### src/rtl/decode_scan_pkg.sv
// Shared definitions for the decoder scan controller.
//   state_t : controller FSM states
//   NLINES  : number of decoder output lines
//   SELW    : width of the decoder select
package decode_scan_pkg;

    localparam int NLINES = 8;
    localparam int SELW   = 3;

    typedef enum logic [1:0] {
        S_IDLE  = 2'd0,
        S_SETUP = 2'd1,
        S_ON    = 2'd2,
        S_GAP   = 2'd3
    } state_t;

endpackage

### src/rtl/decode_next_line.sv
// Combinational priority search for the next line to scan.
//   mask : set of enabled lines
//   cur  : line currently selected
//   nxt  : lowest set bit above cur, or lowest set bit overall when none is above
//   wrap : 1 when no set bit exists above cur (frame boundary)
// With cur = NLINES-1 the search always wraps, so nxt is the first line of a frame.
module decode_next_line
    import decode_scan_pkg::*;
(
    input  logic [NLINES-1:0] mask,
    input  logic [SELW-1:0]   cur,
    output logic [SELW-1:0]   nxt,
    output logic              wrap
);

    always_comb begin
        nxt  = '0;
        wrap = 1'b1;
        // Descending scans so the last hit is the lowest index.
        for (int i = NLINES - 1; i >= 0; i--) begin
            if (mask[i]) nxt = SELW'(i);
        end
        for (int i = NLINES - 1; i >= 0; i--) begin
            if (mask[i] && (i > int'(cur))) begin
                nxt  = SELW'(i);
                wrap = 1'b0;
            end
        end
    end

endmodule

### src/rtl/decode_scan_ctrl.sv
// Scan sequencer feeding a 3-to-8 decoder: each enabled line is selected
// (SETUP), enabled for a dwell time (ON), then blanked (GAP), in ascending
// order. Single-shot or continuous frames.
//   clk, rst_n          : clock, synchronous active-low reset
//   start, stop         : begin scan (ignored while busy) / abort (wins over start)
//   mode_cont           : 1 = continuous frames
//   line_mask           : lines to scan
//   dwell_cfg           : ON cycles per line, 0 behaves as 1
//   dec_sel, dec_en     : decoder data_in / enable
//   busy, done          : not idle / 1-cycle end-of-frame pulse
//   frame_cnt           : completed frames, wrapping
module decode_scan_ctrl
    import decode_scan_pkg::*;
#(
    parameter int DW  = 8,
    parameter int GAP = 1,
    parameter int FCW = 8
) (
    input  logic              clk,
    input  logic              rst_n,
    input  logic              start,
    input  logic              stop,
    input  logic              mode_cont,
    input  logic [NLINES-1:0] line_mask,
    input  logic [DW-1:0]     dwell_cfg,
    output logic [SELW-1:0]   dec_sel,
    output logic              dec_en,
    output logic              busy,
    output logic              done,
    output logic [FCW-1:0]    frame_cnt
);

    // One down-counter serves both ON and GAP, so it must hold either load.
    localparam int CW = (DW > $clog2(GAP + 1)) ? DW : $clog2(GAP + 1);
    localparam logic [CW-1:0] GAP_LOAD = (GAP > 0) ? CW'(GAP - 1) : '0;

    state_t              state_q, state_d;
    logic [CW-1:0]       cnt_q, cnt_d;
    logic [NLINES-1:0]   mask_q, mask_d;
    logic [DW-1:0]       dwell_q, dwell_d;
    logic                cont_q, cont_d;
    logic [SELW-1:0]     dec_sel_q, dec_sel_d;
    logic                dec_en_q, dec_en_d;
    logic                busy_q, busy_d;
    logic                done_q, done_d;
    logic [FCW-1:0]      frame_cnt_q, frame_cnt_d;

    logic [NLINES-1:0]   srch_mask;
    logic [SELW-1:0]     srch_cur, srch_nxt;
    logic                srch_wrap;
    logic                step;

    // In IDLE the search looks at the live mask from the top, giving the
    // first line; otherwise it advances through the latched mask.
    assign srch_mask = (state_q == S_IDLE) ? line_mask : mask_q;
    assign srch_cur  = (state_q == S_IDLE) ? SELW'(NLINES - 1) : dec_sel_q;

    decode_next_line u_next (
        .mask (srch_mask),
        .cur  (srch_cur),
        .nxt  (srch_nxt),
        .wrap (srch_wrap)
    );

    always_comb begin
        state_d     = state_q;
        cnt_d       = cnt_q;
        mask_d      = mask_q;
        dwell_d     = dwell_q;
        cont_d      = cont_q;
        dec_sel_d   = dec_sel_q;
        frame_cnt_d = frame_cnt_q;
        done_d      = 1'b0;
        step        = 1'b0;

        unique case (state_q)
            S_IDLE: begin
                if (start && !stop && (line_mask != '0)) begin
                    state_d   = S_SETUP;
                    dec_sel_d = srch_nxt;
                    mask_d    = line_mask;
                    dwell_d   = (dwell_cfg == '0) ? DW'(1) : dwell_cfg;
                    cont_d    = mode_cont;
                end
            end
            S_SETUP: begin
                state_d = S_ON;
                cnt_d   = CW'(dwell_q) - CW'(1);
            end
            S_ON: begin
                if (cnt_q != '0) begin
                    cnt_d = cnt_q - CW'(1);
                end else if (GAP > 0) begin
                    state_d = S_GAP;
                    cnt_d   = GAP_LOAD;
                end else begin
                    step = 1'b1;
                end
            end
            S_GAP: begin
                if (cnt_q != '0) cnt_d = cnt_q - CW'(1);
                else             step  = 1'b1;
            end
            default: state_d = S_IDLE;
        endcase

        // On wrap srch_nxt is already the lowest set bit, i.e. the next
        // frame's first line.
        if (step) begin
            state_d = S_SETUP;
            if (srch_wrap) begin
                done_d      = 1'b1;
                frame_cnt_d = frame_cnt_q + FCW'(1);
                if (!cont_q) state_d = S_IDLE;
            end
            if (state_d == S_SETUP) dec_sel_d = srch_nxt;
        end

        // Abort: drop to IDLE, no frame credit, select held.
        if (stop) begin
            state_d     = S_IDLE;
            done_d      = 1'b0;
            frame_cnt_d = frame_cnt_q;
            dec_sel_d   = dec_sel_q;
        end

        dec_en_d = (state_d == S_ON);
        busy_d   = (state_d != S_IDLE);
    end

    always_ff @(posedge clk) begin
        if (!rst_n) begin
            state_q     <= S_IDLE;
            cnt_q       <= '0;
            mask_q      <= '0;
            dwell_q     <= '0;
            cont_q      <= 1'b0;
            dec_sel_q   <= '0;
            dec_en_q    <= 1'b0;
            busy_q      <= 1'b0;
            done_q      <= 1'b0;
            frame_cnt_q <= '0;
        end else begin
            state_q     <= state_d;
            cnt_q       <= cnt_d;
            mask_q      <= mask_d;
            dwell_q     <= dwell_d;
            cont_q      <= cont_d;
            dec_sel_q   <= dec_sel_d;
            dec_en_q    <= dec_en_d;
            busy_q      <= busy_d;
            done_q      <= done_d;
            frame_cnt_q <= frame_cnt_d;
        end
    end

    assign dec_sel   = dec_sel_q;
    assign dec_en    = dec_en_q;
    assign busy      = busy_q;
    assign done      = done_q;
    assign frame_cnt = frame_cnt_q;

endmodule

### config.mk
export PLATFORM = sky130hd
export DESIGN_NAME = decode_scan_ctrl
export DESIGN_NICKNAME = d
export VERILOG_FILES = /design/src/rtl/decode_scan_pkg.sv /design/src/rtl/decode_next_line.sv /design/src/rtl/decode_scan_ctrl.sv
export SDC_FILE = /design/constraint.sdc
export NUM_CORES = 1
export LEC_CHECK = 0
export CAP_MARGIN = 20
export CORE_UTILIZATION = 45
export CTS_CLUSTER_SIZE = 8
export DETAILED_ROUTE_END_ITERATION = 12
export GPL_TIMING_DRIVEN = 1
export PLACE_DENSITY = 0.72
export SKIP_LAST_GASP = 1
export SYNTH_ARGS = -nofsm -noshare
export SYNTH_HDL_FRONTEND = slang
export SYNTH_SLANG_ARGS = --single-unit
### constraint.sdc
create_clock -name clk -period 3.3 [get_ports clk]
set_clock_uncertainty 0.2 [all_clocks]
set_input_delay 0.66 -clock clk [delete_from_list [all_inputs] [get_ports clk]]
set_output_delay 0.66 -clock clk [all_outputs]
set_load 0.05 [all_outputs]
==> summary.txt, run 1 <==
STA
  – Final min period: 2.65 ns
  – Pins over their slew limit: 0
  – Final setup viols: 0
  – RSZ-0062 raised after global routing: no
  – Rel. slew slack: 0.619
  – Setup_tns: 0 ns
  – Hold WS: 0.273 ns
  – Highest clock rate: between 0.3 and 0.4 GHz
  – Min setup slack post-route: ~0.65 ns
  – Hold Violations, Final: 0
  – Slew of the pin with the lowest slew margin: 0.571 ns
  – Final Cycle Share: 0.804

Global route
  – GRT Total Usage: 0.223
  – GRT overflow: 0
  – Largest net degree at the start of global routing: 20
  – Vias in the first global route: 2111
  – Global-route wire length before repair: 9.67 mm
  – Initial antenna violation count: 0

Cells and area
  – ANT cells: 0
  – Layout cell share with drive strength beyond 1: 0.0824
  – Area grow syn2layout: 20.3%
  – Final #Nets: 365
  – Fin util: 0.567

Drt
  – Routed Antenna Nets: 0
  – DR vias: 2349
  – DR pass1 iterations: 4
  – Vias/cell: 5.73
  – Starting DRC count in detailed routing: roughly 220
  – Drt total wl: 5.80 mm
  – Post-DR wirelength/cell: 14.1 um
  – DRC: 0

Clocking
  – CTS Buffer Depth: 2
  – H-Tree Depth: 2
  – CTS clk-pin slew, worst paths: 0.08 ns
  – Clock Latency Late Sink: approximately 0.29 ns
  – Cts repair resizes: 0
  – Cts hold-fix bufs: 0
  – Root buffer cell: clkbuf_8
  – Clk sinks: 41
  – Total CTS buffers: 5
  – CTS tree: yes
  – Post-CTS Setup Repair Bufs: 0

Die
  – Io pins: 35
  – FP Rows: 26
  – Die footprint: between 5000 and 6000 um2
  – Die Height: approximately 75 um
  – Initial core utilization: 0.471
  – Core area: 5140 um2
  – Die Span X: 75.4 um

Critical path
  – Slowest CP cell: nor2_2
  – Reg2reg start: state_q[0]$_SDFF_PN0_
  – Worst reg2reg path depth: 6
  – Reg2Reg Capture Point: frame_cnt[7]$_SDFFE_PN0P_
  – Critical Path Fanout Max: 14
  – Startpoint types: flop
  – Max incr delay on CP: ~0.52 ns
  – Worst EP required: 3.33 ns
  – Setup slack, reg-to-reg: roughly 0.65 ns
  – CP Capture Type: flop
  – Worst-path cell chain: nor2_2 > nor2_1 > o21ai_1 > nand3_2 > nor4_2 > mux2i_1
  – CP Class: reg -> reg
  – Worst Path Arrival: 2.68 ns

Outcome
  – Status: complete, no violations

Power and ir drop
  – Cell Pwr Density: between 300 and 400 nW/um2
  – Pleak: 1.04 nW
  – Max IR drop VDD: 0.000188 V

Run
  – Max capacitance violation total: 0

Place
  – GPL Wtd Cong: 0.876
  – Place WS: slightly above 0.4 ns
  – Number of I/O port buffers: 34
  – Hpwl dp: about 4.3 mm

Min path
  – Hold path cells: 2
  – Min-delay src: dwell_q[1]$_SDFFE_PN0P_
  – WHS Endpoint: dwell_q[1]$_SDFFE_PN0P_
  – Hold Crit Class: reg -> reg

Yosys
  – Net Count, Synth: 332
  – FFs w/ async S/R, synth: 0
  – Number of synthesized flops with an enable pin: 0
  – Commonest cells post-synth: nand2_1 (44), dfxtp_1 (41), nor2_1 (41)
  – Post-synth cell types: 62
  – Cells after Synth: approximately 310
  – Syn Area/Cell: around 7.9 um2
  – Sequential fraction of the synthesis area: 0.339
  – Area leader, netlist: dfxtp_1
  – Main synth FF type: dfxtp_1
  – Top post-synthesis cells by area: dfxtp_1 (34%), nand2_1 (6.8%), nor2_1 (6.4%)
  – Most frequent cell after synthesis: nand2_1
  – Synthesized cell area: 2420 um2
  – Yosys reg bits: 41
  – Ys Warns: 0
  – Share of the synthesized area in the top cell type: 0.339
[layout by cell type (no fill, tap or decap), drive strengths merged, types with 3 or more instances in the layout]
cell	count
nor3	9
a32o	4
o21bai	4
a22oi	4
nand2	44
nor4	9
or3	3
a211oi	3
o21ai	13
nand2b	10
clkbuf	6
o211ai	4
o22ai	4
buf	6
a21boi	3
inv	9
ha	4
clkdlybuf4s50	34
nand3b	3
dfxtp	41
and3	3
nand3	7
nor2	42
a221oi	3
o32ai	3
nand4	3
xnor2	4
a21oi	24
mux2i	4
[critical path, delay by kind of cell, from the launching register on]
kind	cells	cell delay, ns
AND/OR/NAND/NOR	4	1.41
AO/OA/AOI/OAI	1	0.29
flip-flops	1	0.47
multiplexers	1	0.21
[worst max path at each step]
stage / endpoint / slack (ns) / start
2_1_floorplan: dec_sel[0]$_SDFFE_PN0N_ / 0.98 / stop
3_3_place_gp: dec_sel[2]$_SDFFE_PN0N_ / 0.46 / stop
3_5_place_dp: dec_sel[2]$_SDFFE_PN0N_ / 0.41 / stop
4_1_cts: frame_cnt[7]$_SDFFE_PN0P_ / 0.65 / state_q[0]$_SDFF_PN0_
5_1_grt: frame_cnt[7]$_SDFFE_PN0P_ / 0.40 / state_q[0]$_SDFF_PN0_
6_report: frame_cnt[7]$_SDFFE_PN0P_ / 0.65 / state_q[0]$_SDFF_PN0_
[sequential cells by signal (all words and copies together) (netlist names)]
register / cells
done: 1
dec_en: 1
cnt_q: 8
dwell_q: 8
cont_q: 1
dec_sel: 3
frame_cnt: 8
mask_q: 8
state_q: 2
busy: 1
[power by group]
group	switching (mW)	internal [mW]
Clock	0.172	0.165
Combinational	0.118	0.0964
Sequential	0.0222	0.512
Total	0.313	0.773
[final cells by class]
cell class                 count  area, um2
multi-input combinational    243       1500
inverter                       9       33.8
tap                           70       87.6
timing repair buffer          40        385
clock inverter                 1       7.51
fill                         520       2230
clock buffer                   6       82.6
sequential                    41        821
[per-stage QoR]
step,std cells,instance area (um2),power (mW)
2_1_floorplan,307,2420,0.687
3_3_place_gp,403,2820,0.754
3_5_place_dp,403,2820,0.757
4_1_cts,410,2910,1.09
5_1_grt,410,2910,1.14
6_report,410,2910,1.09
[cell families (layout without fill, tap and decap cells)]
| group | count (synthesis) | after routing | share of synthesized area |
|---|---|---|---|
| compound gates | 85 | 85 | 0.256 |
| xor+xnor | 6 | 6 | 0.0217 |
| fa+ha+maj | 4 | 4 | 0.0207 |
| buf+inv | 23 | 56 | 0.0434 |
| flops | 41 | 41 | 0.339 |
| mux | 5 | 5 | 0.0212 |
| simple gates | 143 | 143 | 0.298 |
[per-layer routing]
layer / part of all wire / vias to the layer above / global-route usage / wire, um
met5: 0 / - / 0 / 0
met4: 0.011 / 0 / 0.0535 / 61
met3: 0.056 / 7 / 0.0503 / 327
met2: 0.46 / 75 / 0.358 / 2640
met1: 0.48 / 1086 / 0.306 / 2770
li1: - / 1181 / - / -
Note: power is estimated with default switching activity, not from simulation.
==> inputs of run 2 (changes only) <==
--- a/config.mk
+++ b/config.mk
@@ -10,7 +10,7 @@
 export CTS_CLUSTER_SIZE = 8
 export DETAILED_ROUTE_END_ITERATION = 12
 export GPL_TIMING_DRIVEN = 1
-export PLACE_DENSITY = 0.72
+export PLACE_DENSITY = 0.75
 export SKIP_LAST_GASP = 1
 export SYNTH_ARGS = -nofsm -noshare
 export SYNTH_HDL_FRONTEND = slang
==> constraint.sdc (replaced) <==
create_clock -name clk -period 2.2 [get_ports clk]
set_clock_uncertainty 0.2 [all_clocks]
set_input_delay 0.44 -clock clk [delete_from_list [all_inputs] [get_ports clk]]
set_output_delay 0.44 -clock clk [all_outputs]
set_load 0.05 [all_outputs]
==> summary.txt, run 2 (synthesized netlist as in run 1, its figures left out) <==
Outcome
  – Status: complete, no violations

STA
  – Pins over their slew limit: 0 (unchanged)
  – Setup_tns: 0 ns (unchanged)
  – Rel. slew slack: 0.663 (+0.0441)
  – Slew of the pin with the lowest slew margin: 0.503 ns (-0.0671 ns)
  – Final Cycle Share: 0.986
  – Min setup slack post-route: 0.0309 ns (-0.617 ns)
  – Hold Violations, Final: 0 (unchanged)
  – Highest clock rate: 0.461 GHz
  – Final min period: around 2.2 ns
  – RSZ-0062 raised after global routing: yes
  – Final setup viols: 0 (unchanged)

Drt
  – Starting DRC count in detailed routing: 196 (-12%)
  – DRC: 0 (unchanged)
  – DR vias: 2529 (+7.7%)
  – Post-DR wirelength/cell: 14.5 um (+2.4%)
  – DR pass1 iterations: 5 (+1)
  – Routed Antenna Nets: 0 (unchanged)
  – Drt total wl: 6.45 mm (+11%)
  – Vias/cell: 5.68 (-0.81%)

Power and ir drop
  – Max IR drop VDD: 0.000337 V (+79%)
  – Seq pwr share: 0.436 (-0.056)
  – Sw Ratio: 0.275 (-0.0131)
  – Cell Pwr Density: 563 nW/um2 (+51%)
  – Logic pwr share: 0.212 (+0.015)
  – Clk pwr share: 0.353 (+0.042)
  – Internal Pwr Total: 1.33 mW (+71%)
  – Pleak: 1.31 nW (+26%)
  – Switching pwr: 502 uW (+61%)

Die
  – Die Span X: 75.4 um (unchanged)
  – Die Height: 75.4 um (unchanged)
  – Initial core utilization: 0.471 (unchanged)
  – Io pins: 35 (unchanged)
  – FP Rows: 26 (unchanged)
  – Die footprint: 5680 um2 (unchanged)
  – Core area: 5140 um2 (unchanged)

Global route
  – Largest net degree at the start of global routing: 20 (unchanged)
  – GRT Total Usage: 0.246 (+0.0229)
  – Vias in the first global route: 2308 (+9.3%)
  – Initial antenna violation count: 0 (unchanged)
  – Global-route wire length before repair: 10.6 mm (+9.5%)
  – GRT overflow: 0 (unchanged)

Critical path
  – Worst EP required: 1.56 ns (-1.77 ns)
  – Slowest CP cell: clkdlybuf4s50_1
  – Crit path max-delay family: buffers and inverters
  – CP Capture Type: output port
  – Critical Path Fanout Max: 5 (-9)
  – Max incr delay on CP: 0.84 ns (+0.32 ns)
  – Startpoint types: flop
  – Worst-path cell chain: clkdlybuf4s50_1
  – Buf/Inv on CP: 1 (+1)
  – CP Class: reg -> out
  – Worst Path Arrival: 1.53 ns (-1.15 ns)
  – Setup slack, reg-to-reg: 0.05 ns (-0.60 ns)

Clocking
  – Total CTS buffers: 5 (unchanged)
  – Clock Latency Late Sink: 0.29 ns (about the same)
  – CTS Buffer Depth: 2 (unchanged)
  – H-Tree Depth: 2 (unchanged)
  – CTS clk-pin slew, worst paths: 0.08 ns (about the same)
  – Root buffer cell: clkbuf_8
  – Cts hold-fix bufs: 0 (unchanged)
  – CTS tree: yes
  – Clk sinks: 41 (unchanged)

Place
  – GPL Wtd Cong: 0.881 (+0.57%)
  – Number of I/O port buffers: 34 (unchanged)
  – Hpwl dp: 4.86 mm (+14%)
  – Place WS: -0.317 ns (-0.731 ns)

Run
  – Max capacitance violation total: 0 (unchanged)

Cells and area
  – Layout cell share with drive strength beyond 1: 0.189 (+0.107)
  – Final #Nets: 399 (+9.3%)
  – Most frequent cells in the layout: nand2_1 (44), buf_4 (41), nor2_1 (40)
  – Area grow syn2layout: 34.0%
  – ANT cells: 0 (unchanged)
  – Most common cell after layout, fill and taps aside: nand2_1
  – Fin util: 0.632 (+0.0648)

Min path
  – Hold Crit Class: reg -> reg
==> run 2: final timing paths <==
check / start / endpoint / cells past startpoint
max: frame_cnt[5]$_SDFFE_PN0P_ / frame_cnt[5] / 1
min: frame_cnt[7]$_SDFFE_PN0P_ / frame_cnt[7]$_SDFFE_PN0P_ / 2
max reg2reg: cnt_q[5]$_SDFFE_PN0P_ / cnt_q[3]$_SDFFE_PN0P_ / 6
min reg2reg: frame_cnt[7]$_SDFFE_PN0P_ / frame_cnt[7]$_SDFFE_PN0P_ / 2
==> run 2: worst register-to-register path: stages (launching register included) <==
cell      delay [ns]
dfxtp_1         0.35
nor4_2          0.37
nand3b_1        0.24
o21ai_2         0.34
nor2_1          0.11
or2_0           0.24
a32o_1          0.21
==> run 2: power groups by stage <==
| stage | combinational [mW] | clock, mW | sequential [mW] |
|---|---|---|---|
| after global routing | 0.424 | 0.684 | 0.800 |
| after CTS | 0.374 | 0.648 | 0.795 |
| after detailed placement | 0.370 | 0 | 0.812 |
| after floorplan | 0.218 | 0 | 0.814 |
| final | 0.387 | 0.645 | 0.796 |
| after global placement | 0.361 | 0 | 0.812 |
==> run 2: final cells by class <==
class / instances / area, um2
Fill cell: 471 / 1890
Multi-Input combinational cell: 243 / 1520
Sequential cell: 41 / 825
Timing Repair Buffer: 74 / 663
Tap cell: 70 / 87.6
Clock buffer: 7 / 86.3
Inverter: 9 / 33.8
Clock inverter: 1 / 30.0
==> run 2: what timing repair did <==
item	in CTS	in global routing
pin swaps	0	5
gates resized for setup	1	11
setup endpoints to repair	1	15
cloned	0	0
buffers inserted	0	1
==> run 2: stage by stage <==
step	hold WS (ns)	instance area [um2]	instances	power, mW
floorplan	0.249	2430	307	1.03
global placement	0.252	3080	436	1.17
detailed placement	0.266	3080	436	1.18
CTS	0.278	3200	444	1.82
global route	0.304	3250	445	1.91
finish	0.275	3250	445	1.83
==> run 2: layer usage <==
metal,global-route usage,part of all wire,up-vias
li1,-,-,1252
met5,0,0,-
met4,0.0658,0.012,0
met1,0.330,0.44,1173
met2,0.410,0.49,97
met3,0.0437,0.059,7
==> inputs of run 3 (changes only) <==
--- a/config.mk
+++ b/config.mk
@@ -6,11 +6,13 @@
 export NUM_CORES = 1
 export LEC_CHECK = 0
 export CAP_MARGIN = 20
-export CORE_UTILIZATION = 45
+export CELL_PAD_IN_SITES_DETAIL_PLACEMENT = 1
+export CELL_PAD_IN_SITES_GLOBAL_PLACEMENT = 1
+export CORE_UTILIZATION = 36
 export CTS_CLUSTER_SIZE = 8
 export DETAILED_ROUTE_END_ITERATION = 12
 export GPL_TIMING_DRIVEN = 1
-export PLACE_DENSITY = 0.75
+export PLACE_DENSITY = 0.8
 export SKIP_LAST_GASP = 1
 export SYNTH_ARGS = -nofsm -noshare
 export SYNTH_HDL_FRONTEND = slang
==> summary.txt, run 3 (synthesized netlist as in run 1, its figures left out) <==
STA
  – Hold Violations, Final: 0 (unchanged)
  – Hold WS: 0.275 ns (+0.000491 ns)
  – Highest clock rate: 0.460 GHz (-0.17%)
  – Slew of the pin with the lowest slew margin: 0.499 ns (-0.00435 ns)
  – Final setup viols: 0 (unchanged)
  – Final Cycle Share: 0.988 (+0.00163)
  – Final min period: 2.17 ns (+0.00358 ns)
  – Rel. slew slack: 0.667 (+0.00341)
  – Setup_tns: 0 ns (unchanged)
  – Pins over their slew limit: 0 (unchanged)
  – RSZ-0062 raised after global routing: yes

Critical path
  – Slowest CP cell: a221oi_1
  – Startpoint types: flop
  – Most used cell, CP: buf_4
  – CP Capture Type: flop
  – Worst EP required: 2.16 ns (+0.60 ns)
  – Critical Path Fanout Max: 6 (+1)
  – CP Class: reg -> reg
  – Worst Path Arrival: 2.13 ns (+0.60 ns)
  – Worst-path cell chain: or2_4 > buf_4 > nor3b_2 > nand2_1 > buf_4 > a221oi_1
  – Max incr delay on CP: 0.39 ns (-0.45 ns)

Clocking
  – CTS Buffer Depth: 2 (unchanged)
  – CTS clk-pin slew, worst paths: 0.09 ns (about the same)
  – H-Tree Depth: 2 (unchanged)
  – Clock Latency Late Sink: 0.30 ns (about the same)
  – Clk sinks: 41 (unchanged)
  – Root buffer cell: clkbuf_8
  – CTS tree: yes
  – Cts hold-fix bufs: 0 (unchanged)
  – Total CTS buffers: 5 (unchanged)

Drt
  – Starting DRC count in detailed routing: 125 (-36%)
  – DR pass1 iterations: 9 (+4)
  – Drt total wl: 7.68 mm (+19%)
  – DRC: 10 (+10)
  – DR vias: 2539 (+0.40%)
  – Vias/cell: 5.51 (-3.1%)
  – Post-DR wirelength/cell: 16.7 um (+15%)
  – Routed Antenna Nets: 0 (unchanged)

Die
  – Die Height: 84.0 um (+11%)
  – Io pins: 35 (unchanged)
  – Die Span X: 84.0 um (+11%)
  – Core area: 6420 um2 (+25%)
  – Die footprint: 7060 um2 (+24%)
  – Initial core utilization: 0.377 (-0.0941)
  – FP Rows: 29 (+12%)

Place
  – Placed Instance Area: 3130 um2 (+1.7%)
  – Number of I/O port buffers: 34 (unchanged)
  – GPL Wtd Cong: 0.881 (about the same)
  – Hpwl dp: 5.78 mm (+19%)

Global route
  – Largest net degree at the start of global routing: 19 (-5.0%)
  – Global-route wire length before repair: 12.9 mm (+22%)
  – GRT Total Usage: 0.228 (-0.0179)
  – Initial antenna violation count: 0 (unchanged)
  – GRT overflow: 0 (unchanged)
  – Vias in the first global route: 2675 (+16%)

Cells and area
  – Final #Nets: 408 (+2.3%)
  – Fillers: 790 (+68%)
  – Final instance area: 3380 um2 (+4.0%)
  – Most common cell after layout, fill and taps aside: buf_4
  – Most frequent cells in the layout: buf_4 (50), nand2_1 (44), nor2_1 (40)
  – Area grow syn2layout: 39.4%
  – Layout cell share with drive strength beyond 1: 0.232 (+0.0424)
  – ANT cells: 0 (unchanged)

Run
  – Max capacitance violation total: 0 (unchanged)

Power and ir drop
  – Cell Pwr Density: 584 nW/um2 (+3.8%)
  – Pleak: 1.38 nW (+5.6%)
  – Max IR drop VDD: 0.000261 V (-23%)

Min path
  – Hold Crit Class: reg -> reg

Outcome
  – Failing checks: DRC
  – Status: complete, but fails checks
[run 3: layout make-up]
| cell class | count | area, um2 | area share |
|---|---|---|---|
| Inverter | 9 | 33.8 | 0.0100 |
| Sequential cell | 41 | 830 | 0.246 |
| Clock inverter | 3 | 68.8 | 0.0204 |
| Multi-Input combinational cell | 243 | 1550 | 0.458 |
| Timing Repair Buffer | 83 | 732 | 0.217 |
| Tap cell | 77 | 96.3 | 0.0285 |
| Clock buffer | 5 | 68.8 | 0.0204 |
[run 3: path summary, 6_finish.rpt]
kind / from / endpoint / slack, ns / cells past startpoint
max reg2reg: state_q[1]$_SDFF_PN0_ / busy$_SDFF_PN0_ / 0.03 / 6
min: frame_cnt[7]$_SDFFE_PN0P_ / frame_cnt[7]$_SDFFE_PN0P_ / 0.28 / 2
min reg2reg: frame_cnt[7]$_SDFFE_PN0P_ / frame_cnt[7]$_SDFFE_PN0P_ / 0.28 / 2
max: state_q[1]$_SDFF_PN0_ / busy$_SDFF_PN0_ / 0.03 / 6
[run 3: timing repair]
item                                    in CTS  in global routing
gates resized for setup                      3                 20
gates cloned                                 0                  0
pin swaps                                    2                  8
setup buffers                                1                  3
endpoints found under the setup margin       5                 20
[run 3: stage by stage]
step	setup slack, ns	std cells	util	total power, mW
floorplan	0.0764	307	-	1.03
global placement	-0.290	449	0.487	1.19
detailed placement	-0.332	449	0.487	1.21
CTS	-0.0131	458	0.512	1.97
global route	-0.0521	461	0.526	2.06
finish	0.0273	461	0.526	1.97
[run 3: power breakdown]
group,total [mW],switching [mW],internal [mW]
Sequential,0.796,0.0295,0.767
Combinational,0.422,0.221,0.202
Clock,0.754,0.297,0.457
Total,1.97,0.547,1.43
[run 3: routing by layer]
layer | routed length, um | up-vias | GRT usage | part of all wire
met5 | 0 | - | 0 | 0
met4 | 63 | 0 | 0.0455 | 0.0082
met3 | 233 | 6 | 0.0336 | 0.030
met2 | 3740 | 55 | 0.393 | 0.49
met1 | 3640 | 1217 | 0.302 | 0.47
li1 | - | 1261 | - | -
[run 3: worst max-delay path: cells and delay by family (launching register included)]
kind / cells / cell delay (ns)
buffers and inverters: 2 / 0.33
AOI/OAI and AO/OA: 1 / 0.39
and+or+nand+nor: 3 / 0.73
DFF: 1 / 0.37
